===== src/rtl/fiber_tx_sched.sv =====
// fiber_tx_sched
//   Sends one PRI's buffered radar data onto the fiber TX stream as a frame:
//   header word, 8 lanes x (Nr-1) RAM words read lane-major, tail word.
//   RAM reads are credit-limited into a small skid FIFO so that tx_ready
//   backpressure never loses or duplicates a word.
//
// Ports
//   clk_120m, FPGA_nRESET        clock, synchronous active-low reset
//   fibertx_en                   frame trigger (rising edge)
//   Nr, PRI_num, fpga_mode       frame parameters, sampled at trigger
//   ram_addrb/ram_sel/ram_enb    shared port-B read request to the 8 lanes
//   ram_doutb                    read data, RD_LAT cycles after ram_enb
//   tx_data/tx_valid/tx_ready    fiber TX word stream, tx_last marks the tail
//   busy                         FSM not idle
//   frame_cnt                    completed frames (wraps)
//   err_overrun                  sticky: trigger seen while busy
//
// state | meaning
// IDLE  | waiting for a trigger edge
// HDR   | presenting the header word
// READ  | issuing lane reads, forwarding FIFO words
// DRAIN | all reads issued, emptying pipeline and FIFO
// TAIL  | presenting the tail word (tx_last)

module fiber_tx_sched #(
  parameter int          ADDR_W        = 14,
  parameter int          RD_LAT        = 2,
  parameter int          FIFO_DEPTH    = 4,
  parameter logic [15:0] SYNC_WORD     = 16'hEB90,
  parameter logic [15:0] TAIL_WORD     = 16'h09D7,
  // frame counter value after reset
  parameter logic [15:0] FRAME_CNT_RST = 16'h0000
) (
  input  logic              clk_120m,
  input  logic              FPGA_nRESET,
  input  logic              fibertx_en,
  input  logic [15:0]       Nr,
  input  logic [9:0]        PRI_num,
  input  logic [7:0]        fpga_mode,
  output logic [ADDR_W-1:0] ram_addrb,
  output logic [2:0]        ram_sel,
  output logic              ram_enb,
  input  logic [127:0]      ram_doutb,
  output logic [127:0]      tx_data,
  output logic              tx_valid,
  input  logic              tx_ready,
  output logic              tx_last,
  output logic              busy,
  output logic [15:0]       frame_cnt,
  output logic              err_overrun
);

  localparam int PW = (FIFO_DEPTH > 1) ? $clog2(FIFO_DEPTH) : 1;
  localparam int CW = $clog2(FIFO_DEPTH + RD_LAT + 1);

  typedef enum logic [2:0] {IDLE, HDR, READ, DRAIN, TAIL} state_t;

  state_t              state_q, state_d;
  logic                en_d_q;
  logic [15:0]         nr_q, nr_d;
  logic [9:0]          pri_q, pri_d;
  logic [7:0]          mode_q, mode_d;
  logic [2:0]          lane_q, lane_d;
  logic [ADDR_W-1:0]   addr_q, addr_d;
  logic [RD_LAT-1:0]   vld_q, vld_d;
  logic [127:0]        fifo_q [FIFO_DEPTH];
  logic [PW-1:0]       wr_ptr_q, wr_ptr_d, rd_ptr_q, rd_ptr_d;
  logic [CW-1:0]       count_q, count_d;
  logic [31:0]         data_cnt_q, data_cnt_d;
  logic [15:0]         frame_cnt_q, frame_cnt_d;
  logic                err_q, err_d;

  logic                start, issue, push, pop, credit, fifo_empty, addr_last;
  logic [CW-1:0]       inflight;
  logic [15:0]         nr_m1;

  always_comb begin
    start      = fibertx_en & ~en_d_q;
    nr_m1      = nr_q - 16'd1;
    inflight   = '0;
    for (int i = 0; i < RD_LAT; i++) inflight = inflight + CW'(vld_q[i]);
    fifo_empty = (count_q == '0);
    // credit counts words already committed to the FIFO, so it can never overflow
    credit     = (count_q + inflight) < CW'(FIFO_DEPTH);
    issue      = (state_q == READ) & credit;
    push       = vld_q[RD_LAT-1];
    pop        = ((state_q == READ) | (state_q == DRAIN)) & ~fifo_empty & tx_ready;
    addr_last  = (16'(addr_q) == nr_m1);
  end

  always_comb begin
    vld_d[0] = issue;
    for (int i = 1; i < RD_LAT; i++) vld_d[i] = vld_q[i-1];
  end

  always_comb begin
    wr_ptr_d = wr_ptr_q;
    rd_ptr_d = rd_ptr_q;
    if (push) wr_ptr_d = (wr_ptr_q == PW'(FIFO_DEPTH - 1)) ? '0 : wr_ptr_q + PW'(1);
    if (pop)  rd_ptr_d = (rd_ptr_q == PW'(FIFO_DEPTH - 1)) ? '0 : rd_ptr_q + PW'(1);
    count_d = count_q + CW'(push) - CW'(pop);
  end

  always_comb begin
    state_d     = state_q;
    nr_d        = nr_q;
    pri_d       = pri_q;
    mode_d      = mode_q;
    lane_d      = lane_q;
    addr_d      = addr_q;
    data_cnt_d  = data_cnt_q + 32'(pop);
    frame_cnt_d = frame_cnt_q;
    err_d       = err_q | (start & (state_q != IDLE));
    tx_valid    = 1'b0;
    tx_last     = 1'b0;
    tx_data     = '0;
    case (state_q)
      IDLE: begin
        if (start) begin
          nr_d       = Nr;
          pri_d      = PRI_num;
          mode_d     = fpga_mode;
          data_cnt_d = '0;
          state_d    = HDR;
        end
      end
      HDR: begin
        tx_valid = 1'b1;
        tx_data  = {SYNC_WORD, mode_q, 6'b0, pri_q, nr_q, frame_cnt_q, 56'b0};
        if (tx_ready) begin
          lane_d  = '0;
          addr_d  = ADDR_W'(1);
          state_d = (nr_q < 16'd2) ? TAIL : READ;
        end
      end
      READ: begin
        tx_valid = ~fifo_empty;
        tx_data  = fifo_q[rd_ptr_q];
        if (issue) begin
          if (addr_last) begin
            addr_d = ADDR_W'(1);
            lane_d = lane_q + 3'd1;
            if (lane_q == 3'd7) state_d = DRAIN;
          end else begin
            addr_d = addr_q + ADDR_W'(1);
          end
        end
      end
      DRAIN: begin
        tx_valid = ~fifo_empty;
        tx_data  = fifo_q[rd_ptr_q];
        // leave as the last word is taken so the tail follows without a bubble
        if ((inflight == '0) && (fifo_empty || ((count_q == CW'(1)) && pop)))
          state_d = TAIL;
      end
      TAIL: begin
        tx_valid = 1'b1;
        tx_last  = 1'b1;
        tx_data  = {TAIL_WORD, 16'h0, data_cnt_q, 64'b0};
        if (tx_ready) begin
          frame_cnt_d = frame_cnt_q + 16'd1;
          state_d     = IDLE;
        end
      end
      default: state_d = IDLE;
    endcase
  end

  always_ff @(posedge clk_120m) begin
    if (!FPGA_nRESET) begin
      state_q     <= IDLE;
      en_d_q      <= 1'b0;
      nr_q        <= '0;
      pri_q       <= '0;
      mode_q      <= '0;
      lane_q      <= '0;
      addr_q      <= '0;
      vld_q       <= '0;
      wr_ptr_q    <= '0;
      rd_ptr_q    <= '0;
      count_q     <= '0;
      data_cnt_q  <= '0;
      frame_cnt_q <= FRAME_CNT_RST;
      err_q       <= 1'b0;
    end else begin
      state_q     <= state_d;
      en_d_q      <= fibertx_en;
      nr_q        <= nr_d;
      pri_q       <= pri_d;
      mode_q      <= mode_d;
      lane_q      <= lane_d;
      addr_q      <= addr_d;
      vld_q       <= vld_d;
      wr_ptr_q    <= wr_ptr_d;
      rd_ptr_q    <= rd_ptr_d;
      count_q     <= count_d;
      data_cnt_q  <= data_cnt_d;
      frame_cnt_q <= frame_cnt_d;
      err_q       <= err_d;
    end
  end

  // storage needs no reset: the pointers and count define what is valid
  always_ff @(posedge clk_120m) begin
    if (push) fifo_q[wr_ptr_q] <= ram_doutb;
  end

  assign ram_enb     = issue;
  assign ram_addrb   = issue ? addr_q : '0;
  assign ram_sel     = issue ? lane_q : '0;
  assign busy        = (state_q != IDLE);
  assign frame_cnt   = frame_cnt_q;
  assign err_overrun = err_q;

endmodule


===== config.mk =====
export PLATFORM = sky130hd
export DESIGN_NAME = fiber_tx_sched
export DESIGN_NICKNAME = d
export VERILOG_FILES = /design/src/rtl/fiber_tx_sched.sv
export SDC_FILE = /design/constraint.sdc
export NUM_CORES = 1
export LEC_CHECK = 0
export CAP_MARGIN = 30
export CORE_MARGIN = 2
export CORE_UTILIZATION = 35
export CTS_CLUSTER_SIZE = 30
export DETAILED_ROUTE_END_ITERATION = 8
export GPL_TIMING_DRIVEN = 0
export PLACE_DENSITY = 0.51
export SLEW_MARGIN = 5
export SYNTH_ARGS = -nofsm -noshare
export SYNTH_HDL_FRONTEND = slang
export SYNTH_SLANG_ARGS = --single-unit

===== constraint.sdc =====
create_clock -name clk_120m -period 11.8 [get_ports clk_120m]
set_input_delay 2.36 -clock clk_120m [delete_from_list [all_inputs] [get_ports clk_120m]]
set_output_delay 2.36 -clock clk_120m [all_outputs]
set_load 0.1 [all_outputs]

==> metrics.cfg, run 1 <==
[run_status]
status = completed

[global_route]
grt_usage_pct = 18.8
antenna_found_initial = 13
overflow = 0
grt_pass1_wl_um = 103000
grt_pass1_vias = 15800
grt_max_degree = 49

[cts]
root_buffer = clkbuf_16
clk_latency_ps = 630
cts_buffer_depth = 3
post-cts-setup-buffers = 0
cts_repair_resize_count = 0
cts_buffers = 72
htreeDepth = 3
clk_pin_slew_worst_paths_ps = 60
hold_buffers = 0
clock-sinks = 627
cts_tree = built

[setup_path]
crit_chain = nor2b_1 > clkbuf_1 > buf_6 > clkbuf_1 > clkbuf_1 > nand2_1 > o21ai_0 > clkdlybuf4s50_1
worst_ep_required_time_ps = 9440
slowest_delay_ps = 1220
cp-start-kind = flop
slowest_stage = clkdlybuf4s50_1
cp-end-kind = output pin
critPathKind = reg -> out
worstPathArrival_ps = 4820
critical_path_peak_fanout = 10
path_common_cell = clkbuf_1

[place]
place_congestion = 0.851
place_hpwl_um = 48800
portBuffers = 330

[die]
start_util_pct = 35.5
core_area_um2 = 71700
placementRows = 98
io_pins = 332
dieArea_um2 = 74800
die_x_um = 274
die_h_um = 274

[drt]
drt_iter0_markers = 971
totalWireLength_um = 70800
wl_per_cell_um = 23.2
highest_layer = met5
ant_nets = 0
vias = 15400
drt-met1-wl_um = 29400
wl_met2_um = 34700
drt_pre_antenna_iters = 5
met3WireLength_um = 4790
viasPerCell = 5.03
drc_errors = 0

[logic_synthesis]
synth_top_area_share_pct = 60.5
synth_most_common_cell = edfxtp_1
syn_inst = 1586
synth_commonest_cells = edfxtp_1 (512), nand2_1 (146), mux4_2 (128)
syn_area_um2 = 25400
yosysSeqAreaShare_pct = 69.5
synth_edf_count = 512
synth_largest_area_cell = edfxtp_1
synth_fp_nets = 1770
synthTopCellsByArea = edfxtp_1 (60%), mux4_2 (11%), dfxtp_1 (9.1%), and2_1 (2.6%), nand2_1 (2.2%)
ys_types = 59
syn_avg_cell_area_um2 = 16.0
yosysWarnings = 0
async_reset_ff_share_pct = 0
synth-seq-cells = 627
synth_flop_cell = edfxtp_1

[timing]
rsz0062_at_grt = false
max_freq_ghz = 0.139
finClkSkew_ps = 27.7
maxSlewHeadroom_pct = 30.2
setup_viol_count_final = 0
report.final.slew_viol_count = 0
worst_pin_slew_ps = 1040
final.min_clock_period_ps = 7180
hold_viol = 0
setup_tns_ps = 0
final.period_utilization_pct = 60.9

[power_and_ir_drop]
seq_power_share_pct = 38.2
p_int_mw = 4.32
clockPowerShare_pct = 35.2
power.total_mw = 6.46
power.switching_mw = 2.13
power_frac_comb_pct = 26.5
netSwitchingFraction_pct = 33.0
p_leak_nw = 10.9
p_per_area_nw_per_um2 = 192
ir_drop_v = 0.000119

[cells_and_area]
syn_to_final_growth_pct = 32.5
drive_above_1_share_pct = 14.6
antenna_cells = 0
multi_input_area_um2 = 7340
seq_area_um2 = 17700
nFillCells = 6334
nets = 2231

[min_path]
hold_class = reg -> reg

[run]
drv_cap = 0

==> layout by cell type (no fill, tap or decap), types with 7 or more instances in the layout <==
master	synthesis	routed
nor3_1	24	24
clkdlybuf4s50_1	0	330
o21ai_0	49	49
clkbuf_1	67	82
and3_1	14	14
clkinv_2	0	11
xnor2_1	33	33
mux4_2	128	128
and2_1	106	102
clkbuf_16	0	72
nor2_1	54	54
nor2b_1	15	15
inv_1	18	18
dfxtp_1	115	115
ha_1	17	17
buf_6	1	7
buf_8	0	9
bufinv_16	0	10
a21o_1	8	8
buf_16	0	41
a22oi_1	32	32
a21boi_0	39	39
nand4_1	8	8
nand3_1	26	26
nand2_1	146	146
a21oi_1	15	15
edfxtp_1	512	512
a22o_1	18	18
buf_1	17	17
mux2i_1	10	10
clkinv_1	0	12
xor2_1	32	32
or3_1	16	16
==> per-layer routing <==
layer  GRT usage [%]  up-vias
met1            23.9     7807
met2            31.3      379
met5               0        -
li1                -     7016
met3            5.53      131
met4            5.51       26
==> registers in the layout, summed over array words and instances, names as in the netlist, named ones only <==
signal and flops:
state_q 3, en_d_q 1, pri_q 10, frame_cnt 16, nr_q 16, addr_q 14, wr_ptr_q 2, data_cnt_q 32
mode_q 8, fifo_q 512, err_overrun 1, vld_q 2, rd_ptr_q 2, lane_q 3, count_q 3
==> per-stage QoR <==
stage / setup WS (ps) / instances / hold slack (ps) / utilization (%) / cell area, um^2
finish: 4620 / 3053 / 470 / 47.0 / 33700
global route: 4290 / 3053 / 496 / 47.0 / 33700
CTS: 4390 / 3043 / 468 / 46.8 / 33600
detailed placement: 5060 / 2913 / 460 / 43.4 / 31100
global placement: 4650 / 2866 / 454 / 41.7 / 29900
floorplan: 5980 / 1586 / 443 / - / 25400
==> worst max-delay path, delay by kind of cell (launching register included) <==
family | cells | cell delay (ps)
compound gates | 1 | 200
buf+inv | 5 | 3170
simple gates | 2 | 460
flops | 1 | 380
==> layout make-up <==
class	instances	area share (%)
sequential	627	52.4
multi-input combinational	851	21.8
timing repair buffer	387	13.8
clock buffer	87	5.51
tap	950	3.53
clock inverter	43	1.70
buffer	90	1.06
inverter	18	0.200
==> power by group through the flow <==
| stage | registers, mW | logic (mW) | clock network (mW) |
|---|---|---|---|
| global route | 2.47 | 1.79 | 2.42 |
| global placement | 2.52 | 1.51 | 0 |
| finish | 2.47 | 1.71 | 2.27 |
| CTS | 2.47 | 1.73 | 2.33 |
| detailed placement | 2.51 | 1.72 | 0 |
| floorplan | 2.51 | 1.03 | 0 |
==> cells by family after synthesis <==
group	count (synthesis)	share of synthesized area [%]
muxes	138	11.7
xor gates and xnor gates	65	2.24
and+or+nand+nor	443	8.95
DFF	627	69.5
buffers and inverters	108	1.67
AOI/OAI and AO/OA	187	5.00
adders and majority gates	18	0.915
==> path summary, 6_finish.rpt <==
path	startpoint	slack, ps	endpoint	cells after the start
worst max-delay path	state_q[1]	4620	tx_data[79]	8
worst min-delay path	mode_q[1]	470	mode_q[1]	2
worst max register to register	state_q[1]	7450	data_cnt_q[28]	12
worst min register to register	mode_q[1]	470	mode_q[1]	2
(Power assumes the default switching activity.)
==> run 2: changes to the inputs <==
clock period = 7.16 ns   (was 11.8 ns; I/O delays follow)
==> results of run 2 <==
Same layout as run 1 (identical final DEF). Status: completed.
Among the figures that moved: setup slack after placement 5060 ps -> 1350 ps; setup slack after layout 4620 ps -> 907 ps; register-to-register setup slack 7450 ps -> 2810 ps; total power 6.46 mW -> 10.6 mW; worst IR drop on VDD 0.000119 V -> 0.000196 V
